`config.mk`:
```
export PLATFORM = sky130hd
export DESIGN_NAME = seg7_capture_decoder
export DESIGN_NICKNAME = d
export VERILOG_FILES = /design/src/rtl/seg7_capture_decoder.sv
export SDC_FILE = /design/constraint.sdc
export NUM_CORES = 1
export LEC_CHECK = 0
export BUFFER_PORTS_ARGS = -buffer_cell sky130_fd_sc_hd__buf_2
export CAP_MARGIN = 15
export CORE_MARGIN = 5
export CORE_UTILIZATION = 40
export CTS_BUF_LIST = sky130_fd_sc_hd__clkbuf_2 sky130_fd_sc_hd__clkbuf_4 sky130_fd_sc_hd__clkbuf_8
export DETAILED_ROUTE_END_ITERATION = 7
export SLEW_MARGIN = 30
export SYNTH_ARGS = -nofsm -noshare
export SYNTH_HDL_FRONTEND = slang
export SYNTH_SLANG_ARGS = --single-unit
```
`constraint.sdc`:
```
create_clock -name clk -period 3.1 [get_ports clk]
set_input_delay 0.62 -clock clk [delete_from_list [all_inputs] [get_ports clk]]
set_output_delay 0.62 -clock clk [all_outputs]
set_load 0.01 [all_outputs]
```
`src/rtl/seg7_capture_decoder.sv`:
```
// -----------------------------------------------------------------------------
// seg7_capture_decoder
//
// Captures active-low 7-segment patterns for a two-digit display, one digit per
// handshaked sample. A digit only commits after STABLE_CYCLES consecutive
// identical accepted samples (same pattern and same slot). The committed pattern
// is decoded back to BCD, and the two digits are assembled into a binary value.
//
// Optional build macro:
//   SEG7_CAPTURE_STICKY_ERR_EN  - seg_err latches on any invalid commit and is
//                                 only cleared by reset.
//
// Ports:
//   clk          system clock, rising edge
//   rst_n        asynchronous active-low reset
//   seg_in[0:6]  segment pattern, bit 0 = a ... bit 6 = g, 0 = lit
//   seg_idx      digit slot (0 = ones, 1 = tens)
//   seg_valid    sample present
//   seg_ready    block can accept a sample this cycle
//   digit0       committed ones digit (BCD, F = blank, E = invalid)
//   digit1       committed tens digit (same coding)
//   value        digit1*10 + digit0, blank counted as 0
//   frame_valid  one-cycle pulse when a tens commit completes a frame
//   seg_err      invalid-pattern indication
// -----------------------------------------------------------------------------
// state   | meaning
// --------+--------------------------------------------------------------------
// IDLE    | no candidate; next accepted sample starts a new run
// FILTER  | counting consecutive identical samples of the current candidate
// COMMIT  | one cycle: write decoded candidate into its digit slot, not ready
// -----------------------------------------------------------------------------
module seg7_capture_decoder #(
    parameter int unsigned STABLE_CYCLES = 3
) (
    input  logic       clk,
    input  logic       rst_n,
    input  logic [0:6] seg_in,
    input  logic       seg_idx,
    input  logic       seg_valid,
    output logic       seg_ready,
    output logic [3:0] digit0,
    output logic [3:0] digit1,
    output logic [6:0] value,
    output logic       frame_valid,
    output logic       seg_err
);

    typedef enum logic [1:0] {
        ST_IDLE   = 2'd0,
        ST_FILTER = 2'd1,
        ST_COMMIT = 2'd2
    } state_t;

    localparam logic [3:0] CNT_TGT   = 4'(STABLE_CYCLES);
    localparam logic [3:0] CODE_BLNK = 4'hF;
    localparam logic [3:0] CODE_INV  = 4'hE;

    state_t     state_q, state_d;
    logic [0:6] cand_pat_q, cand_pat_d;
    logic       cand_idx_q, cand_idx_d;
    logic [3:0] cnt_q, cnt_d;
    logic [3:0] digit0_q, digit0_d;
    logic [3:0] digit1_q, digit1_d;
    logic       seg_err_q, seg_err_d;
    logic       value_upd_q, value_upd_d;
    logic       frame_pend_q, frame_pend_d;
    logic [6:0] value_q, value_d;
    logic       frame_valid_q, frame_valid_d;

    logic [3:0] code;
    logic       xfer;
    logic       match;

    // Blank contributes nothing to the assembled value.
    function automatic logic [6:0] digit_term(input logic [3:0] d);
        return (d == CODE_BLNK) ? 7'd0 : {3'b000, d};
    endfunction

    always_comb begin
        case (cand_pat_q)
            7'b0000001: code = 4'd0;
            7'b1001111: code = 4'd1;
            7'b0010010: code = 4'd2;
            7'b0000110: code = 4'd3;
            7'b1001100: code = 4'd4;
            7'b0100100: code = 4'd5;
            7'b0100000: code = 4'd6;
            7'b0001111: code = 4'd7;
            7'b0000000: code = 4'd8;
            7'b0000100: code = 4'd9;
            7'b1111111: code = CODE_BLNK;
            default:    code = CODE_INV;
        endcase
    end

    // Ready is forced low while reset is held, independent of state.
    assign seg_ready = rst_n && (state_q != ST_COMMIT);
    assign xfer      = seg_valid && seg_ready;
    assign match     = (seg_in == cand_pat_q) && (seg_idx == cand_idx_q);

    always_comb begin
        state_d       = state_q;
        cand_pat_d    = cand_pat_q;
        cand_idx_d    = cand_idx_q;
        cnt_d         = cnt_q;
        digit0_d      = digit0_q;
        digit1_d      = digit1_q;
        seg_err_d     = seg_err_q;
        value_upd_d   = 1'b0;
        frame_pend_d  = 1'b0;
        value_d       = value_q;
        frame_valid_d = frame_pend_q;

        // Value is rebuilt from the registered digits one cycle after a valid
        // commit; an invalid digit in either slot leaves the last result held.
        if (value_upd_q && (digit0_q != CODE_INV) && (digit1_q != CODE_INV)) begin
            value_d = digit_term(digit1_q) * 7'd10 + digit_term(digit0_q);
        end

        case (state_q)
            ST_IDLE: begin
                if (xfer) begin
                    cand_pat_d = seg_in;
                    cand_idx_d = seg_idx;
                    cnt_d      = 4'd1;
                    state_d    = (CNT_TGT == 4'd1) ? ST_COMMIT : ST_FILTER;
                end
            end
            ST_FILTER: begin
                if (xfer) begin
                    if (match) begin
                        cnt_d = (cnt_q >= CNT_TGT) ? cnt_q : cnt_q + 4'd1;
                        if (cnt_q + 4'd1 == CNT_TGT) begin
                            state_d = ST_COMMIT;
                        end
                    end else begin
                        cand_pat_d = seg_in;
                        cand_idx_d = seg_idx;
                        cnt_d      = 4'd1;
                    end
                end
            end
            ST_COMMIT: begin
                if (cand_idx_q) begin
                    digit1_d = code;
                end else begin
                    digit0_d = code;
                end
                if (code == CODE_INV) begin
                    seg_err_d = 1'b1;
                end else begin
`ifdef SEG7_CAPTURE_STICKY_ERR_EN
                    seg_err_d = seg_err_q;
`else
                    seg_err_d = 1'b0;
`endif
                    value_upd_d  = 1'b1;
                    frame_pend_d = cand_idx_q;
                end
                cnt_d   = 4'd0;
                state_d = ST_IDLE;
            end
            default: begin
                state_d = ST_IDLE;
                cnt_d   = 4'd0;
            end
        endcase
    end

    always_ff @(posedge clk or negedge rst_n) begin
        if (!rst_n) begin
            state_q       <= ST_IDLE;
            cand_pat_q    <= 7'b1111111;
            cand_idx_q    <= 1'b0;
            cnt_q         <= 4'd0;
            digit0_q      <= CODE_BLNK;
            digit1_q      <= CODE_BLNK;
            seg_err_q     <= 1'b0;
            value_upd_q   <= 1'b0;
            frame_pend_q  <= 1'b0;
            value_q       <= 7'd0;
            frame_valid_q <= 1'b0;
        end else begin
            state_q       <= state_d;
            cand_pat_q    <= cand_pat_d;
            cand_idx_q    <= cand_idx_d;
            cnt_q         <= cnt_d;
            digit0_q      <= digit0_d;
            digit1_q      <= digit1_d;
            seg_err_q     <= seg_err_d;
            value_upd_q   <= value_upd_d;
            frame_pend_q  <= frame_pend_d;
            value_q       <= value_d;
            frame_valid_q <= frame_valid_d;
        end
    end

    assign digit0      = digit0_q;
    assign digit1      = digit1_q;
    assign value       = value_q;
    assign frame_valid = frame_valid_q;
    assign seg_err     = seg_err_q;

endmodule

```
=== Yosys cells after proc, flatten, opt, wreduce, memory -nomap -nowiden ===
Index checks and enable logic that the tools add are counted.

* Output and inout bits: 18
* Memories kept: 0
* Bits in latches: 0
* Memory bits (writable): 0
* Input bits: 11
* Memory bits (read-only): 0
* Register bits after elaboration: 33

* Multiplexer cells: 26
* Shift-type cells: 0
* Equality and inequality tests: 27
* Div/mod/pow operators: 0
* $mul: 1
* Reductions and logical operators: 13
* $add $sub $neg: 2
* $lt $le $gt $ge: 1
* Bitwise gates (word level): 1

{| class="wikitable"
|+ Operator list
! cell !! number
|-
| $pmux 4 s11 || 1
|-
| $mux 4 || 6
|-
| $eq 7x7->1 const B || 3
|-
| $mux 7 || 3
|-
| $eq 7x3->1 const B || 2
|-
| $eq 7x6->1 const B || 2
|-
| $pmux 7 s2 || 1
|-
| $eq 4x4->1 const B || 3
|-
| $ne 2x2->1 const B || 6
|-
| $mux 1 || 8
|-
| $mux 2 || 4
|-
| $ne 4x4->1 const B || 2
|-
| $pmux 4 s2 || 1
|-
| $reduce_and 4->1 || 2
|-
| $add 7x4->7 || 1
|-
| $eq 7x1->1 const B || 1
|-
| $eq 7x4->1 const B || 1
|-
| $eq 7x5->1 const B || 1
|-
| $eq 7x7->1 || 1
|-
| $logic_not 7->1 || 1
|-
| $mul 4x3->6 const B || 1
|-
| $logic_and 1x1->1 || 5
|-
| $add 4x1->4 const B || 1
|-
| $eq 4x2->1 const B || 1
|-
| other kinds (12) || 13
|}

=== Longest topological paths before layout ===
Gate-level depths: netlist of run 1.

* Word-level depth: 6
* Mapped depth: 11

=== Least setup slack after synthesis of run 1 ===
Ideal clock, no wire load.

* Path type: reg-to-reg
* Start point: register digit1_q[1] (netlist: digit1[1])
* End point: register value_q[6] (netlist: value[6])
* Library setup time: 0.136 ns
* Stages on the path, launching flop included: 11
* Arrival time: 2.346 ns
* Required time: 2.964 ns
* Path slack: 0.618 ns
* Path through: dfstp_2 -> buf_2 -> nand3_1 -> and2_1 -> ha_1 -> ha_1 -> nand3_1 -> nor3_1 -> o311ai_0 -> xnor2_1 -> o21ai_0

* Longest elaborated chain between the ends: 4

{| class="wikitable"
|+ Ends and longest elaborated chain
! item !! line !! text
|-
| start, declared || 63 || <nowiki>logic [3:0] digit1_q, digit1_d;</nowiki>
|-
| start signal, assigned || 189 || <nowiki>digit1_q <= digit1_d;</nowiki>
|-
| $eq 4x4->1 || 76 || <nowiki>return (d == CODE_BLNK) ? 7'd0 : {3'b000, d};</nowiki>
|-
| $mux 4 || 76 ||
|-
| $mul 4x3->6 || 117 || <nowiki>value_d = digit_term(digit1_q) * 7'd10 + digit_term(digit0_q);</nowiki>
|-
| $add 7x4->7 || 117 ||
|-
| end signal, assigned || 193 || <nowiki>value_q <= value_d;</nowiki>
|-
| end, declared || 67 || <nowiki>logic [6:0] value_q, value_d;</nowiki>
|}

Parallel ways exist; a longest one is shown, timed or not.
A chain may end at the register's enable or synchronous reset.

=== Worst setup path in the final report of run 1 ===
Ends and elaborated chain as after synthesis.

==> results of run 1 <==
## per-layer routing
metal | GRT usage (%) | part of all wire (%) | vias up
li1 | - | - | 804
met1 | 19.09 | 47 | 753
met2 | 22.33 | 45 | 39
met3 | 4.324 | 5.7 | 6
met4 | 5.574 | 1.7 | 0
met5 | 0 | 0 | -
## cell families after synthesis
logic type,after synthesis,synth area share (%)
buffers and inverters,20,4.646
multiplexers,12,6.691
flip-flops,33,41.82
XOR/XNOR,15,6.505
AO/OA/AOI/OAI,41,13.32
adder cells (fa/ha/maj),8,5.328
AND/OR/NAND/NOR,81,21.69
## cell type report
| class | instances | area, µm² |
|---|---|---|
| Fill cell | 483 | 2529 |
| Multi-Input combinational cell | 157 | 1081 |
| Sequential cell | 33 | 844.6 |
| Timing Repair Buffer | 29 | 147.6 |
| Clock buffer | 7 | 96.34 |
| Tap cell | 67 | 83.83 |
| Inverter | 8 | 30.03 |
| Clock inverter | 1 | 5.005 |
## stage by stage
stage	setup slack, ns	hold slack (ns)
detailed placement	0.5630	0.3472
floorplan	0.6182	0.3244
finish	0.5800	0.2571
global placement	0.6218	0.3478
CTS	0.5579	0.2582
global route	0.3929	0.2712
## path summary, 6_finish.rpt
kind / start / end / slack (ns) / cells after the start
worst min register to register: frame_pend_q$_DFF_PN0_ / frame_valid$_DFF_PN0_ / 0.36 / 0
worst max register to register: digit1[1]$_DFFE_PN1P_ / value[6]$_DFFE_PN0P_ / 0.58 / 9
min in group clk: frame_pend_q$_DFF_PN0_ / frame_valid$_DFF_PN0_ / 0.36 / 0
max in group asynchronous: rst_n / digit1[2]$_DFFE_PN1P_ / 2.19 / 2
worst min-delay path: rst_n / seg_err$_DFFE_PN0P_ / 0.26 / 1
worst max-delay path: digit1[1]$_DFFE_PN1P_ / value[6]$_DFFE_PN0P_ / 0.58 / 9
## layout by cell type (no fill, tap or decap), types with 2 or more instances in the layout
cell type	Yosys	final
a21o_1	2	2
a21oi_1	9	9
a31oi_1	4	4
and2_1	7	7
and3_1	3	3
buf_2	5	28
clkbuf_8	0	7
dfrtp_1	18	18
dfstp_2	15	15
ha_1	7	7
inv_1	8	8
mux2_2	12	12
nand2_1	20	20
nand3_1	15	15
nand3b_1	2	2
nor2_1	7	7
nor3_1	7	7
nor4_1	4	4
o21ai_0	11	11
or2_2	2	2
or3_1	3	3
xnor2_1	11	11
xor2_1	4	4
## Yosys cell counts, types with 2 or more instances
library cell  count
and2_1            7
or3_1             3
and3_1            3
buf_2             5
nand2_1          20
nor3_1            7
clkbuf_1          4
xnor2_1          11
a21oi_1           9
dfstp_2          15
or2_2             2
a31oi_1           4
nor2_1            7
nand3b_1          2
dfrtp_1          18
o21ai_0          11
nor4_1            4
a21o_1            2
xor2_1            4
inv_1             8
ha_1              7
mux2_2           12
nand3_1          15
## where the power goes
| group | switching, mW | total [mW] | internal (mW) |
|---|---|---|---|
| clock network | 0.160 | 0.360 | 0.201 |
| logic | 0.0551 | 0.114 | 0.0590 |
| registers | 0.0420 | 0.501 | 0.459 |
| total | 0.257 | 0.975 | 0.718 |
## registers in the layout (all words and copies together), names as in the netlist
name / count
digit1: 4
cand_pat_q: 7
seg_err: 1
frame_pend_q: 1
cand_idx_q: 1
cnt_q: 4
frame_valid: 1
state_q: 2
digit0: 4
value_upd_q: 1
value: 7
## critical path, cell delays in order (launching register included)
cell	delay, ns
dfstp_2	0.64
nand3_1	0.13
and2_1	0.20
ha_1	0.27
ha_1	0.34
nand3_1	0.11
o22ai_1	0.09
o311ai_0	0.36
xnor2_1	0.16
o21ai_0	0.08
==> impl_metrics.yaml, run 1 <==
place:
  place_hpwl_mm: 3.072
  io_buffers: 28
  gp_congestion: 0.8855
  place_inst: 294
  placed_cell_area_um2: 2187
timing:
  relSlewSlack_pct: 45.65
  fmax_mhz: 396.8
  slew_violations: 0
  rsz0062_at_grt: "false"
  skew_ns: 0.008869
  final-hold-violation-count: 0
  finalSetupTns_ns: 0
  tightest_slew_ns: 0.8152
  period_needed_ns: 2.520
  fin_crit_sh_pct: 81.29
  setup_viol: 0
synth:
  seq_area_frac_synth_pct: 41.82
  synth_top_area_share_pct: 22.30
  syn_area_um2: 2019
  synthTopCellsByArea: "dfrtp_1, dfstp_2, mux2_2, xnor2_1, ha_1"
  synth_cells: 210
  synthArstFlopShare_pct: 100.0
  synth_top_cell_by_area: "dfrtp_1"
  syn-num-nets: 229
  synth_cell_type_count: 53
  avgSynthCellArea_um2: 9.616
  ys_ff_latch: 33
  yosysWarnings: 0
  synth_edf_count: 0
  synth_ff_type: "dfrtp_1"
pwr:
  power_mw: 0.9750
  power_density_nw_per_um2: 426.0
  p_leak_nw: 1.021
  ir_drop_uv: 271.9
job:
  cap_violations: 0
cells_and_area:
  drive_above_1_share_pct: 29.79
  final_area_um2: 2288
  finalNonFillerCells: 302
  n_antenna_cell: 0
  area_delta_synth_final_pct: 13.32
  nets: 253
  final_util_pct: 47.51
status:
  status: "completed"
clocking:
  cts_root_buf: "clkbuf_8"
  cts-hold-fix-buffers: 0
  cts_resized: 0
  htree_levels: 2
  cts-buffers-inserted: 5
  clock_latency_ns: 0.29
  post_cts_buffers: 0
  cts_tree: "yes"
  ctsLongestPathBuffers: 2
  cts.sinks: 33
  clk_pin_slew_ns: 0.07
drt:
  drc: 0
  wire_per_inst_um: 13.65
  firstDrtPassIters: 4
  vias_per_cell: 5.305
  wirelength_mm: 4.122
  vias: 1602
  ant_nets: 0
  drt-initial-drc-count: 75
global_routing:
  overflow: 0
  antenna_found_initial: 0
  grt_pass1_vias: 1538
  grt_max_degree: 20
  gr-usage-all-layers_pct: 14.49
  grt_first_pass_wirelength_mm: 7.314
floorplanning:
  die_h_um: 81.06
  initial_utilization_pct: 41.92
  io_pins: 29
  fp.dieW_um: 81.06
  core_area_um2: 4817
  die-area_um2: 6570
  num_rows: 25
setup_path:
  criticalPathCategory: "reg -> reg"
  arrival_ns: 2.66
  required_ns: 3.24
  worstPathMaxFanout: 11
  worstSetupEndpointType: "register"
  start_kind: "register"
min_path:
  worstHoldPathType: "in -> async"
Power figures use the tool's default switching activity.
==> inputs of run 2 (changes only) <==
--- a/config.mk
+++ b/config.mk
@@ -5,6 +5,7 @@
 export SDC_FILE = /design/constraint.sdc
 export NUM_CORES = 1
 export LEC_CHECK = 0
+export ABC_AREA = 1
 export BUFFER_PORTS_ARGS = -buffer_cell sky130_fd_sc_hd__buf_2
 export CAP_MARGIN = 15
 export CORE_MARGIN = 5
==> constraint.sdc (replaced) <==
create_clock -name clk -period 2.4 [get_ports clk]
set_input_delay 0.48 -clock clk [delete_from_list [all_inputs] [get_ports clk]]
set_output_delay 0.48 -clock clk [all_outputs]
set_load 0.01 [all_outputs]
==> impl_metrics.yaml, run 2 <==
drt:
  drc: 0
  drt-initial-drc-count: 59
  ant_nets: 0
  vias_per_cell: 4.596
  wire_per_inst_um: 10.23
  vias: 1788
  wirelength_mm: 3.981
  firstDrtPassIters: 4
synth:
  syn_area_um2: 2048
  synth_cell_type_count: 26
  synth_edf_count: 0
  yosys-mux-area-fraction_pct: 0
  avgSynthCellArea_um2: 7.289
  synth_cells: 281
  yosysMostFrequentCell: "nand2_1"
  yosysWarnings: 0
  synthAdderAreaFrac_pct: 5.254
  synthTopCellsByArea: "dfrtp_1, dfstp_2, nand2_1, inv_1, nor2_1"
  synth_top_area_share_pct: 21.99
  syn-num-nets: 300
  synth_top_family_by_area: "simple AND/OR/NAND/NOR gates"
  synth_ff_type: "dfrtp_1"
  synthSimpleGateAreaFrac_pct: 33.60
  seq_area_frac_synth_pct: 41.23
  synthArstFlopShare_pct: 100.0
  synth_top_cell_by_area: "dfrtp_1"
  yosys-top-cells-count: "nand2_1, inv_1, nor2_1, nand3_1, dfrtp_1"
  synth_compound_area_share_pct: 6.292
  ys_ff_latch: 33
  synth-xor-area-share_pct: 4.276
timing:
  slew_violations: 0
  tightest_slew_ns: 0.4493
  skew_ns: 0.003093
  fin_crit_sh_pct: 93.34
  finalSetupTns_ns: 0
  relSlewSlack_pct: 69.93
  final-hold-violation-count: 0
  worst_slack_ns: 0.1599
  setup_viol: 0
  fmax_mhz: 446.4
  period_needed_ns: 2.240
place:
  gp_congestion: 0.8894
  placed_cell_area_um2: 2283
  place_inst: 381
  place_ws_ns: 0.05644
  io_buffers: 28
  place_hpwl_mm: 3.252
cells_and_area:
  multiInputGateArea_um2: 1025
  finalNonFillerCells: 389
  drive_above_1_share_pct: 23.51
  layout_common_cells: "nand2_1, inv_1, nor2_1"
  final_area_um2: 2416
  final_common_cell: "nand2_1"
  n_antenna_cell: 0
  fill_cells: 528
  nets: 337
  seqCellArea_um2: 844.6
  area_delta_synth_final_pct: 17.96
floorplanning:
  io_pins: 29
  core_area_um2: 5042
  num_rows: 26
  die-area_um2: 6651
  fp.dieW_um: 81.56
  die_h_um: 81.56
  initial_utilization_pct: 40.62
global_routing:
  antenna_found_initial: 0
  grt_pass1_vias: 1693
  grt_first_pass_wirelength_mm: 7.120
  gr-usage-all-layers_pct: 13.85
  overflow: 0
  grt_max_degree: 21
pwr:
  power_density_nw_per_um2: 1131
  power_mw: 2.733
  ir_drop_uv: 556.4
  p_leak_nw: 1.269
setup_path:
  critPathMaxStageDelay_ns: 0.55
  r2r_start: "digit1[0]$_DFFE_PN1P_"
  start_kind: "register"
  required_ns: 2.57
  criticalPathCategory: "reg -> reg"
  arrival_ns: 2.41
  worstPathMaxFanout: 4
  cp_num_buf_inv: 3
  cp_top_family: "adder cells"
  cp_slowest_cell: "dfstp_2"
  worstSetupEndpointType: "register"
  crit_path_start: "digit1[0]$_DFFE_PN1P_"
  path_cells: "nand2_1, nor2_2, inv_2, nand2_2, inv_1, ha_1, ha_2, inv_2, fa_2, nor2_2, nand3_1, nand3_1, nand2_1"
clocking:
  clk_pin_slew_ns: 0.06
  clock_latency_ns: 0.28
  cts.sinks: 33
  cts_tree: "yes"
  cts-hold-fix-buffers: 0
  cts-buffers-inserted: 5
  htree_levels: 2
  cts_root_buf: "clkbuf_8"
  ctsLongestPathBuffers: 2
job:
  cap_violations: 0
status:
  status: "completed"
min_path:
  worstHoldPathType: "in -> async"
[run 2: kinds of logic (layout without fill, tap and decap cells)]
family | Yosys count | after routing
adders and majority gates | 8 | 8
xor gates and xnor gates | 10 | 10
buffers and inverters | 47 | 85
DFF | 33 | 33
AOI/OAI and AO/OA | 22 | 22
and+or+nand+nor | 161 | 161
[run 2: worst register-to-register path, stage by stage, from the launching register on]
cell     delay (ns)
dfstp_2        0.55
nand2_1        0.06
nor2_2         0.15
inv_2          0.06
nand2_2        0.09
inv_1          0.05
ha_1           0.19
ha_2           0.17
inv_2          0.05
fa_2           0.45
nor2_2         0.11
nand3_1        0.08
nand3_1        0.09
nand2_1        0.05
[run 2: metal layers]
metal | GRT usage, % | part of all wire (%)
met3 | 4.276 | 4.7
met5 | 0 | 0
met2 | 23.37 | 48
met1 | 16.31 | 46
met4 | 5.574 | 1.9
[run 2: report_power, final]
part           leakage (nW)  switching, mW  internal, mW
clock                0.0619          0.188         0.349
sequential            0.396          0.178         0.827
combinational         0.812          0.720         0.471
total                  1.27           1.09          1.65
[run 2: cell type report]
cell class | count | area share (%)
Clock inverter | 1 | 1.243
Timing Repair Buffer | 32 | 7.043
Multi-Input combinational cell | 201 | 42.41
Clock buffer | 7 | 3.729
Inverter | 45 | 6.991
Tap cell | 70 | 3.625
Sequential cell | 33 | 34.96
[run 2: metrics by stage]
step,util [%],hold WS [ns]
after floorplan,-,0.1844
after global placement,45.29,0.3373
after detailed placement,45.29,0.3395
after CTS,47.67,0.3546
after global routing,47.92,0.3745
final,47.92,0.3514
[run 2: worst paths after layout]
kind	endpoint	slack (ns)	cells past startpoint
max in group asynchronous	digit0[3]$_DFFE_PN1P_	1.68	2
hold / removal	cand_pat_q[4]$_DFFE_PN1P_	0.35	1
hold reg to reg	frame_valid$_DFF_PN0_	0.35	0
min in group clk	frame_valid$_DFF_PN0_	0.35	0
setup / recovery	value[6]$_DFFE_PN0P_	0.16	13
setup reg to reg	value[6]$_DFFE_PN0P_	0.16	13
[run 2: timing repair]
item	in CTS	in global routing
resized for setup	0	7
setup buffers	0	0
endpoints found under the setup margin	0	3
==> inputs of run 3 (changes only) <==
--- a/config.mk
+++ b/config.mk
@@ -9,9 +9,10 @@
 export BUFFER_PORTS_ARGS = -buffer_cell sky130_fd_sc_hd__buf_2
 export CAP_MARGIN = 15
 export CORE_MARGIN = 5
-export CORE_UTILIZATION = 40
+export CORE_UTILIZATION = 55
 export CTS_BUF_LIST = sky130_fd_sc_hd__clkbuf_2 sky130_fd_sc_hd__clkbuf_4 sky130_fd_sc_hd__clkbuf_8
 export DETAILED_ROUTE_END_ITERATION = 7
+export PLACE_DENSITY = 0.77
 export SLEW_MARGIN = 30
 export SYNTH_ARGS = -nofsm -noshare
 export SYNTH_HDL_FRONTEND = slang
==> impl_metrics.yaml, run 3 (synthesis gave the netlist of run 2 again) <==
timing:
  setup_viol: 0
  finalSetupTns_ns: 0
  skew_ns: 0.001242
  period_needed_ns: 2.270
  worst_slack_ns: 0.1303
  tightest_slew_ns: 0.4457
  holdWs_ns: 0.02179
  slew_violations: 0
  relSlewSlack_pct: 70.17
  final-hold-violation-count: 0
  fmax_mhz: 440.6
  fin_crit_sh_pct: 94.57
drt:
  drc: 0
  ant_nets: 0
  vias_per_cell: 4.905
  firstDrtPassIters: 5
  drt-initial-drc-count: 78
  vias: 1810
  wirelength_mm: 4.065
  wire_per_inst_um: 11.02
floorplanning:
  io_pins: 29
  num_rows: 22
  initial_utilization_pct: 56.37
  fp.dieW_um: 71.03
  die_h_um: 71.03
  core_area_um2: 3633
  die-area_um2: 5045
clocking:
  cts_tree: "yes"
  clock_latency_ns: 0.28
  cts.sinks: 33
  cts-hold-fix-buffers: 0
  cts_root_buf: "clkbuf_8"
  cts-buffers-inserted: 5
  htree_levels: 2
  clk_pin_slew_ns: 0.06
  ctsLongestPathBuffers: 2
status:
  status: "completed"
place:
  placed_cell_area_um2: 2256
  place_ws_ns: 0.03412
  io_buffers: 28
  gp_congestion: 0.8676
  place_hpwl_mm: 3.204
  place_inst: 359
setup_path:
  crit_end: "value[6]$_DFFE_PN0P_"
  rrSetupSlack_ns: 0.13
  arrival_ns: 2.45
  start_kind: "register"
  required_ns: 2.58
  ff2ff_path_depth: 12
  rr_endpoint: "value[6]$_DFFE_PN0P_"
  r2r_start: "digit1[0]$_DFFE_PN1P_"
  crit_path_start: "digit1[0]$_DFFE_PN1P_"
  worstSetupEndpointType: "register"
  criticalPathCategory: "reg -> reg"
  worstPathMaxFanout: 4
cells_and_area:
  final_util_pct: 65.36
  seqCellArea_um2: 844.6
  final_area_um2: 2375
  drive_above_1_share_pct: 22.74
  final_common_cell: "nand2_1"
  nets: 339
  layout_common_cells: "nand2_1, inv_1, nor2_1"
  n_antenna_cell: 0
  area_delta_synth_final_pct: 15.94
  fill_cells: 325
  multiInputGateArea_um2: 1025
  finalNonFillerCells: 369
pwr:
  switching_power_mw: 1.100
  ir_drop_uv: 654.5
  combPwrFrac_pct: 45.4
  p_leak_nw: 1.269
  pwr-share-clk_pct: 16.0
  p_int_mw: 1.525
  switching_share_pct: 41.90
  power_density_nw_per_um2: 1105
  seq_power_share_pct: 38.5
  power_mw: 2.625
global_routing:
  grt_max_degree: 30
  gr-usage-all-layers_pct: 17.52
  antenna_found_initial: 0
  grt_first_pass_wirelength_mm: 7.024
  overflow: 0
  grt_pass1_vias: 1632
job:
  cap_violations: 0
min_path:
  worstHoldPathType: "in -> async"
[run 3: critical path: stages (launching register included)]
cell and delay (ns):
dfstp_2 0.56, nand2_2 0.07, nor2_4 0.14, buf_4 0.12, nor2_1 0.05, ha_1 0.18, ha_1 0.17, inv_1 0.07
fa_1 0.45, nor2_1 0.14, nand3_1 0.08, nand3_1 0.08, nand2_1 0.04
[run 3: power by group through the flow]
stage          sequential [mW]  clock, mW  combinational [mW]
2_1_floorplan             1.04          0               0.839
3_3_place_gp              1.01          0                1.16
3_5_place_dp              1.01          0                1.18
4_1_cts                   1.01      0.438                1.19
5_1_grt                   1.04      0.472                1.37
6_report                  1.01      0.421                1.19
[run 3: how the worst min path moves through the flow]
stage | to | slack [ns] | cells past startpoint
after CTS | state_q[1]$_DFFE_PN0P_ | 0.01 | 1
after global routing | cnt_q[2]$_DFFE_PN0P_ | 0.01 | 1
after detailed placement | cnt_q[2]$_DFFE_PN0P_ | 0.32 | 1
final | state_q[1]$_DFFE_PN0P_ | 0.02 | 1
after global placement | state_q[1]$_DFFE_PN0P_ | 0.32 | 1
after floorplan | cand_idx_q$_DFFE_PN0P_ | 0.18 | 0
[run 3: what timing repair did]
action	CTS	global route
buffers inserted	0	2
setup endpoints to repair	0	3
resized for setup	0	5
[run 3: cell type report]
type,count,share of cell area [%]
Sequential cell,33,35.56
Inverter,45,7.113
Clock buffer,6,3.477
Tap cell,48,2.529
Multi-Input combinational cell,201,43.15
Clock inverter,2,0.3688
Timing Repair Buffer,34,7.798
[run 3: metal layers]
metal,wire length [µm],up-vias,track usage [%]
li1,-,954,-
met3,215,9,4.830
met2,1902,38,28.32
met1,1854,809,21.86
met4,94,0,7.724
met5,0,-,0
